## src/rtl/bnn_seq_ctrl_if.sv

```systemverilog
// bnn_seq_ctrl_if: stream, buffer-write and control bundle between the BNN sequencer and its datapath
interface bnn_seq_ctrl_if #(
    parameter int IMG_PIXELS = 784,
    parameter int NUM_KERNEL = 6,
    parameter int KW_BITS    = 25,
    parameter int FC_W_BITS  = 8640
);
    localparam int IMG_AW = IMG_PIXELS > 1 ? $clog2(IMG_PIXELS) : 1;
    localparam int W_AW   = NUM_KERNEL * KW_BITS > 1 ? $clog2(NUM_KERNEL * KW_BITS) : 1;
    localparam int FC_AW  = FC_W_BITS > 1 ? $clog2(FC_W_BITS) : 1;
    logic              start_cnn;
    logic              image_tvalid;
    logic [7:0]        image_tdata;
    logic              image_tready;
    logic              weight_tvalid;
    logic              weight_tdata;
    logic              weight_tready;
    logic              weightfc_tvalid;
    logic              weightfc_tdata;
    logic              weightfc_tready;
    logic              img_we;
    logic [IMG_AW-1:0] img_addr;
    logic [7:0]        img_wdata;
    logic              w_we;
    logic [W_AW-1:0]   w_addr;
    logic              w_wdata;
    logic              wfc_we;
    logic [FC_AW-1:0]  wfc_addr;
    logic              wfc_wdata;
    logic              start_window;
    logic              start_conv;
    logic              conv_done;
    logic              fc_start;
    logic              fc_done;
    logic [3:0]        conv_cnt;
    logic              busy;
    logic              cnn_done;
    modport master (
        input  start_cnn, image_tvalid, image_tdata, weight_tvalid, weight_tdata,
               weightfc_tvalid, weightfc_tdata, conv_done, fc_done,
        output image_tready, weight_tready, weightfc_tready, img_we, img_addr, img_wdata,
               w_we, w_addr, w_wdata, wfc_we, wfc_addr, wfc_wdata,
               start_window, start_conv, fc_start, conv_cnt, busy, cnn_done
    );
    modport slave (
        output start_cnn, image_tvalid, image_tdata, weight_tvalid, weight_tdata,
               weightfc_tvalid, weightfc_tdata, conv_done, fc_done,
        input  image_tready, weight_tready, weightfc_tready, img_we, img_addr, img_wdata,
               w_we, w_addr, w_wdata, wfc_we, wfc_addr, wfc_wdata,
               start_window, start_conv, fc_start, conv_cnt, busy, cnn_done
    );
endinterface

```

## src/rtl/bnn_seq_ctrl.sv

```systemverilog
// bnn_seq_ctrl: loads image/conv/FC buffers, runs each conv kernel, then FC, then signals completion
module bnn_seq_ctrl #(
    parameter int IMG_PIXELS = 784,
    parameter int NUM_KERNEL = 6,
    parameter int KW_BITS    = 25,
    parameter int FC_W_BITS  = 8640
) (
    input logic             clk,
    input logic             rstn,
    bnn_seq_ctrl_if.master  bus
);
    localparam int W_N    = NUM_KERNEL * KW_BITS;
    localparam int IMG_AW = IMG_PIXELS > 1 ? $clog2(IMG_PIXELS) : 1;
    localparam int W_AW   = W_N > 1 ? $clog2(W_N) : 1;
    localparam int FC_AW  = FC_W_BITS > 1 ? $clog2(FC_W_BITS) : 1;
    localparam int CW     = IMG_AW > W_AW ? (IMG_AW > FC_AW ? IMG_AW : FC_AW)
                                          : (W_AW > FC_AW ? W_AW : FC_AW);

    typedef enum logic [3:0] {
        IDLE, LOAD_IMG, LOAD_W, CONV_START, CONV_WAIT, LOAD_FC, FC_START, FC_WAIT, DONE
    } state_t;

    state_t            state, state_nx;
    logic [CW-1:0]     cnt;
    logic [3:0]        conv_cnt;
    logic              img_we, w_we, wfc_we;
    logic [IMG_AW-1:0] img_addr;
    logic [W_AW-1:0]   w_addr;
    logic [FC_AW-1:0]  wfc_addr;
    logic [7:0]        img_wdata;
    logic              w_wdata, wfc_wdata;

    wire acc_img  = bus.image_tvalid & (state == LOAD_IMG);
    wire acc_w    = bus.weight_tvalid & (state == LOAD_W);
    wire acc_fc   = bus.weightfc_tvalid & (state == LOAD_FC);
    wire last_img = acc_img && cnt == CW'(IMG_PIXELS - 1);
    wire last_w   = acc_w && cnt == CW'(W_N - 1);
    wire last_fc  = acc_fc && cnt == CW'(FC_W_BITS - 1);
    wire start_ok = state == IDLE && bus.start_cnn;

    // state register
    always_ff @(posedge clk or negedge rstn) begin
        if (!rstn) state <= IDLE;
        else       state <= state_nx;
    end

    // next-state decode
    always_comb begin
        state_nx = state;
        case (state)
            IDLE:       state_nx = bus.start_cnn ? LOAD_IMG : IDLE;
            LOAD_IMG:   state_nx = last_img ? LOAD_W : LOAD_IMG;
            LOAD_W:     state_nx = last_w ? CONV_START : LOAD_W;
            CONV_START: state_nx = CONV_WAIT;
            CONV_WAIT:  state_nx = !bus.conv_done ? CONV_WAIT
                                 : conv_cnt == 4'(NUM_KERNEL - 1) ? LOAD_FC : CONV_START;
            LOAD_FC:    state_nx = last_fc ? FC_START : LOAD_FC;
            FC_START:   state_nx = FC_WAIT;
            FC_WAIT:    state_nx = bus.fc_done ? DONE : FC_WAIT;
            DONE:       state_nx = IDLE;
            default:    state_nx = IDLE;
        endcase
    end

    // beat counter and kernel index; the last beat of each load clears the beat counter
    always_ff @(posedge clk or negedge rstn) begin
        if (!rstn) begin
            cnt      <= '0;
            conv_cnt <= '0;
        end else begin
            cnt      <= (start_ok || last_img || last_w || last_fc) ? '0
                      : (acc_img || acc_w || acc_fc) ? cnt + 1'b1 : cnt;
            conv_cnt <= start_ok ? 4'd0
                      : (state == CONV_WAIT && bus.conv_done) ? conv_cnt + 4'd1 : conv_cnt;
        end
    end

    // buffer writes land one cycle after the accepted beat, addressed by its beat index
    always_ff @(posedge clk or negedge rstn) begin
        if (!rstn) begin
            img_we    <= 1'b0;
            w_we      <= 1'b0;
            wfc_we    <= 1'b0;
            img_addr  <= '0;
            w_addr    <= '0;
            wfc_addr  <= '0;
            img_wdata <= '0;
            w_wdata   <= 1'b0;
            wfc_wdata <= 1'b0;
        end else begin
            img_we    <= acc_img;
            w_we      <= acc_w;
            wfc_we    <= acc_fc;
            img_addr  <= acc_img ? cnt[IMG_AW-1:0] : img_addr;
            w_addr    <= acc_w ? cnt[W_AW-1:0] : w_addr;
            wfc_addr  <= acc_fc ? cnt[FC_AW-1:0] : wfc_addr;
            img_wdata <= acc_img ? bus.image_tdata : img_wdata;
            w_wdata   <= acc_w ? bus.weight_tdata : w_wdata;
            wfc_wdata <= acc_fc ? bus.weightfc_tdata : wfc_wdata;
        end
    end

    assign bus.image_tready    = state == LOAD_IMG;
    assign bus.weight_tready   = state == LOAD_W;
    assign bus.weightfc_tready = state == LOAD_FC;
    assign bus.start_window    = state == CONV_START;
    assign bus.start_conv      = state == CONV_START;
    assign bus.fc_start        = state == FC_START;
    assign bus.cnn_done        = state == DONE;
    assign bus.busy            = state != IDLE;
    assign bus.conv_cnt        = conv_cnt;
    assign bus.img_we          = img_we;
    assign bus.img_addr        = img_addr;
    assign bus.img_wdata       = img_wdata;
    assign bus.w_we            = w_we;
    assign bus.w_addr          = w_addr;
    assign bus.w_wdata         = w_wdata;
    assign bus.wfc_we          = wfc_we;
    assign bus.wfc_addr        = wfc_addr;
    assign bus.wfc_wdata       = wfc_wdata;
endmodule

```

## src/flat_wrapper.sv

```systemverilog
// flat-port wrapper written by rule: the top's interface ports become plain ports
module bnn_seq_ctrl_flat 
#(
    parameter int IMG_PIXELS = 784,
    parameter int NUM_KERNEL = 6,
    parameter int KW_BITS    = 25,
    parameter int FC_W_BITS  = 8640
)
  (clk, rstn, bus_start_cnn, bus_image_tvalid, bus_image_tdata, bus_weight_tvalid, bus_weight_tdata, bus_weightfc_tvalid, bus_weightfc_tdata, bus_conv_done, bus_fc_done, bus_image_tready, bus_weight_tready, bus_weightfc_tready, bus_img_we, bus_img_addr, bus_img_wdata, bus_w_we, bus_w_addr, bus_w_wdata, bus_wfc_we, bus_wfc_addr, bus_wfc_wdata, bus_start_window, bus_start_conv, bus_fc_start, bus_conv_cnt, bus_busy, bus_cnn_done);
  bnn_seq_ctrl_if #(.IMG_PIXELS(IMG_PIXELS), .NUM_KERNEL(NUM_KERNEL), .KW_BITS(KW_BITS), .FC_W_BITS(FC_W_BITS)) bus_i ();
  input logic clk;
  input logic rstn;
  input wire logic [$bits(bus_i.start_cnn)-1:0] bus_start_cnn;
  input wire logic [$bits(bus_i.image_tvalid)-1:0] bus_image_tvalid;
  input wire logic [$bits(bus_i.image_tdata)-1:0] bus_image_tdata;
  input wire logic [$bits(bus_i.weight_tvalid)-1:0] bus_weight_tvalid;
  input wire logic [$bits(bus_i.weight_tdata)-1:0] bus_weight_tdata;
  input wire logic [$bits(bus_i.weightfc_tvalid)-1:0] bus_weightfc_tvalid;
  input wire logic [$bits(bus_i.weightfc_tdata)-1:0] bus_weightfc_tdata;
  input wire logic [$bits(bus_i.conv_done)-1:0] bus_conv_done;
  input wire logic [$bits(bus_i.fc_done)-1:0] bus_fc_done;
  output wire logic [$bits(bus_i.image_tready)-1:0] bus_image_tready;
  output wire logic [$bits(bus_i.weight_tready)-1:0] bus_weight_tready;
  output wire logic [$bits(bus_i.weightfc_tready)-1:0] bus_weightfc_tready;
  output wire logic [$bits(bus_i.img_we)-1:0] bus_img_we;
  output wire logic [$bits(bus_i.img_addr)-1:0] bus_img_addr;
  output wire logic [$bits(bus_i.img_wdata)-1:0] bus_img_wdata;
  output wire logic [$bits(bus_i.w_we)-1:0] bus_w_we;
  output wire logic [$bits(bus_i.w_addr)-1:0] bus_w_addr;
  output wire logic [$bits(bus_i.w_wdata)-1:0] bus_w_wdata;
  output wire logic [$bits(bus_i.wfc_we)-1:0] bus_wfc_we;
  output wire logic [$bits(bus_i.wfc_addr)-1:0] bus_wfc_addr;
  output wire logic [$bits(bus_i.wfc_wdata)-1:0] bus_wfc_wdata;
  output wire logic [$bits(bus_i.start_window)-1:0] bus_start_window;
  output wire logic [$bits(bus_i.start_conv)-1:0] bus_start_conv;
  output wire logic [$bits(bus_i.fc_start)-1:0] bus_fc_start;
  output wire logic [$bits(bus_i.conv_cnt)-1:0] bus_conv_cnt;
  output wire logic [$bits(bus_i.busy)-1:0] bus_busy;
  output wire logic [$bits(bus_i.cnn_done)-1:0] bus_cnn_done;
  assign bus_i.start_cnn = bus_start_cnn;
  assign bus_i.image_tvalid = bus_image_tvalid;
  assign bus_i.image_tdata = bus_image_tdata;
  assign bus_i.weight_tvalid = bus_weight_tvalid;
  assign bus_i.weight_tdata = bus_weight_tdata;
  assign bus_i.weightfc_tvalid = bus_weightfc_tvalid;
  assign bus_i.weightfc_tdata = bus_weightfc_tdata;
  assign bus_i.conv_done = bus_conv_done;
  assign bus_i.fc_done = bus_fc_done;
  assign bus_image_tready = bus_i.image_tready;
  assign bus_weight_tready = bus_i.weight_tready;
  assign bus_weightfc_tready = bus_i.weightfc_tready;
  assign bus_img_we = bus_i.img_we;
  assign bus_img_addr = bus_i.img_addr;
  assign bus_img_wdata = bus_i.img_wdata;
  assign bus_w_we = bus_i.w_we;
  assign bus_w_addr = bus_i.w_addr;
  assign bus_w_wdata = bus_i.w_wdata;
  assign bus_wfc_we = bus_i.wfc_we;
  assign bus_wfc_addr = bus_i.wfc_addr;
  assign bus_wfc_wdata = bus_i.wfc_wdata;
  assign bus_start_window = bus_i.start_window;
  assign bus_start_conv = bus_i.start_conv;
  assign bus_fc_start = bus_i.fc_start;
  assign bus_conv_cnt = bus_i.conv_cnt;
  assign bus_busy = bus_i.busy;
  assign bus_cnn_done = bus_i.cnn_done;
  bnn_seq_ctrl #(.IMG_PIXELS(IMG_PIXELS), .NUM_KERNEL(NUM_KERNEL), .KW_BITS(KW_BITS), .FC_W_BITS(FC_W_BITS)) u_core (.clk(clk), .rstn(rstn), .bus(bus_i));
endmodule
```

## config.mk

```make
export PLATFORM = sky130hd
export DESIGN_NAME = bnn_seq_ctrl_flat
export DESIGN_NICKNAME = d
export VERILOG_FILES = /design/src/rtl/bnn_seq_ctrl_if.sv /design/src/rtl/bnn_seq_ctrl.sv /design/src/flat_wrapper.sv
export SDC_FILE = /design/constraint.sdc
export NUM_CORES = 1
export LEC_CHECK = 0
export ABC_CLOCK_PERIOD_IN_PS = 5700
export CAP_MARGIN = 20
export CORE_AREA = 2 2 93 95
export DETAILED_ROUTE_END_ITERATION = 8
export DIE_AREA = 0 0 95 97
export SLEW_MARGIN = 0
export SYNTH_ARGS = -nofsm -noshare
export SYNTH_HDL_FRONTEND = slang
export SYNTH_SLANG_ARGS = --single-unit
export TNS_END_PERCENT = 100
```

## constraint.sdc

```tcl
create_clock -name clk -period 5.7 [get_ports clk]
set_input_delay 1.14 -clock clk [delete_from_list [all_inputs] [get_ports clk]]
set_output_delay 1.14 -clock clk [all_outputs]
set_load 0.05 [all_outputs]
```

==> reports/results.txt <==
VDD IR max - 275 uV
sw frac - 0.333
clk_lat worst skew - 340 ps
initial core utilization - 0.376
Hold EP - u_core.bus.wfc_addr[13]
R2R Setup Slk - 3240 ps
WL per Instance - 14.6 um
Post-DP Area - 3840 sq um
Tot Pwr - 0.00127 W
Slowest cell on crit path - clkdlybuf4s50_1
clk_skew - 11.2 ps
GRT overflow - 0
launch point of the worst reg-to-reg path - u_core.state[0]
n_diodes - 0
setup tns final - 0 ps
# hold bufs at CTS - 0
Critical Path RT - 4560 ps
# port buffers - 74
post-CTS resize count - 0
post-synthesis async set-or-reset flop share - 1.00
FF+latch count, synth - 67
outcome - completed
Power Internal - 0.000845 W
final worst slack - 2270 ps
Crit path arrival time - 2290 ps
Slew @ Worst Pin - 837 ps
CTS Buffer Depth - 2
Mapped Area - 3060 sq um
CTS tree - done
postcts setup bufs - 0
Net Sw Power - 0.000421 W
Crit Path Class - reg -> out
first-pass GRT wire length - 10.8 mm
Sink Count - 67
sequential share of power - 0.469
DR iter-0 viols - 119
syn nets - 278
Die X - 95 um
crit path max fanout - 10
WHS Path Cells - 2
CP cell instances - nor2b_1 > and3_1 > clkdlybuf4s50_1
Tmin final - 3430 ps
routed vias - 2,155
row count - 33
Num CTS Buffers - 9
Design Area, Final - 4050 sq um
leakage - 1.81 nW
pwr dens - 313 nW/um^2
number of flops mapped to enable cells by yosys - 0
Reg2Reg Depth - 5
Post-Syn Area per Cell - 11.9 sq um
final period utilization - 0.601
post-DP HPWL - 4.49 mm
drt first pass iters - 4
final WL - 6.38 mm
maxcap violations - 0
Worst Setup Start Kind - register
Crit. End Element - output pin
yosys warns - 0
final net count - 348
Comb pwr share - 0.215
sequential share of the synthesized area - 0.548
Buf/Inv on CP - 1
# DRC - 0
dpl ws - 2450 ps
Synth top area share - 0.548
ANT nets after route - 0
share of layout cells above drive strength 1 - 0.211
Layout fillers - 769
clock root cell - clkbuf_8
Distinct cells, synth - 44
die area - 9220 sq um
Final Setup Violations - 0
gr usage total - 0.150
Hold/Removal Path Class - reg -> reg
GPL Wtd Cong - 0.774
peak per-stage delay on the critical path - 820 ps
Max Fclk - 0.292 GHz
number of global-route vias before repair - 2,160
ys flop type - dfrtp_1
Vias/cell - 4.94
Final Hold Violating Endpoints - 0
core area - 8130 sq um
top post-synthesis cells by area - dfrtp_1 (55%), mux2_2 (15%), xnor2_1 (3.7%)
RSZ-0062 raised after global routing - no
largest net degree at the start of global routing - 68
fin. max-slew vios - 0
die height - 97 um
leading area contributor after synthesis - dfrtp_1
Crit path max-delay family - buffers and inverters
post-synthesis instance total - 256
Ports - 75
Clk pwr share - 0.316
layout overhead on the synthesized area - 32.3%
startpoint of the worst hold path - u_core.bus.wfc_addr[13]
relative slew slack - 0.442
worst flop-to-flop path endpoint - u_core.cnt[7]
initial antenna violation count - 0
Reg clk slew, reported paths - 80 ps
H-tree level count - 3
-- synthesized netlist by cell type, types with 3 or more instances --
cell type	number
inv_1	7
xnor2_1	13
mux2_2	40
nand3_1	9
dfrtp_1	67
a21oi_1	3
o21ai_0	4
and3_1	5
nor3_1	7
ha_1	4
nor2_1	27
nand2_1	15
xor2_1	3
nor4_1	5
buf_2	4
clkbuf_1	5
nand4_1	4
-- per-layer routing --
layer	vias up	track usage	share of wire
met5	-	0	0
met1	1070	0.223	0.50
met2	48	0.215	0.45
li1	1025	-	-
met3	12	0.0234	0.031
met4	0	0.0669	0.020
-- power groups by stage --
stage	sequential (W)	combinational [W]	clock, W
2_1_floorplan	0.000655	0.000113	0
3_3_place_gp	0.000603	0.000273	0
3_5_place_dp	0.000602	0.000275	0
4_1_cts	0.000594	0.000276	0.000414
5_1_grt	0.000607	0.000294	0.000432
6_report	0.000593	0.000272	0.000400
-- tightest hold or removal path, cell delays in order, from the launching register on --
cell and delay (ps):
dfrtp_1 350, nand2_1 50, nand2_1 60
-- worst max path at each step --
stage | startpoint | endpoint | slack, ps | depth (start not counted)
global route | u_core.state[2] | bus_weightfc_tready | 2200 | 3
detailed placement | bus_weightfc_tvalid | u_core.cnt[7] | 2450 | 5
floorplan | u_core.state[3] | bus_fc_start | 2870 | 3
CTS | u_core.state[2] | bus_weightfc_tready | 2260 | 3
global placement | bus_weightfc_tvalid | u_core.cnt[2] | 2530 | 5
finish | u_core.state[2] | bus_weightfc_tready | 2270 | 3
-- flip-flops by register name, summed over array words and instances, names as in the netlist, 4 cells and up --
name                  flops
u_core.bus.wfc_addr      14
u_core.cnt               14
u_core.bus.img_addr      10
u_core.bus.img_wdata      8
u_core.bus.w_addr         8
u_core.bus.conv_cnt       4
u_core.state              4
-- per-stage QoR --
| stage | utilization | hold WS, ps | cells |
|---|---|---|---|
| 2_1_floorplan | - | 499 | 256 |
| 3_3_place_gp | 0.473 | 465 | 420 |
| 3_5_place_dp | 0.473 | 471 | 420 |
| 4_1_cts | 0.497 | 490 | 436 |
| 5_1_grt | 0.497 | 523 | 436 |
| 6_report | 0.497 | 489 | 436 |
-- cell type report --
class	instances	area, sq um	share of cell area
inverters	9	36.3	0.00897
repair buffers	75	743	0.184
flip-flops and latches	67	1680	0.414
clock inverters	6	63.8	0.0158
multi-input cells	164	1260	0.311
clock buffers	10	138	0.0340
well taps	105	131	0.0325
-- cells by family (layout without fill, tap and decap cells) --
family	Yosys count	after routing	synth area share
xor gates and xnor gates	16	16	0.0458
adders and majority gates	4	4	0.0164
and+or+nand+nor	92	92	0.175
muxes	41	41	0.151
buffers and inverters	25	100	0.0409
AOI/OAI and AO/OA	11	11	0.0233
DFF	67	67	0.548
-- placed cells by master, fill, tap and decap left out, types with 7 or more instances in the layout --
cell type and count:
clkdlybuf4s50_1 73, nor2_1 27, xnor2_1 13, nor3_1 7
nand2_1 15, nand3_1 9, dfrtp_1 67, mux2_2 40
clkbuf_8 10, inv_1 7
(Power assumes the default switching activity.)
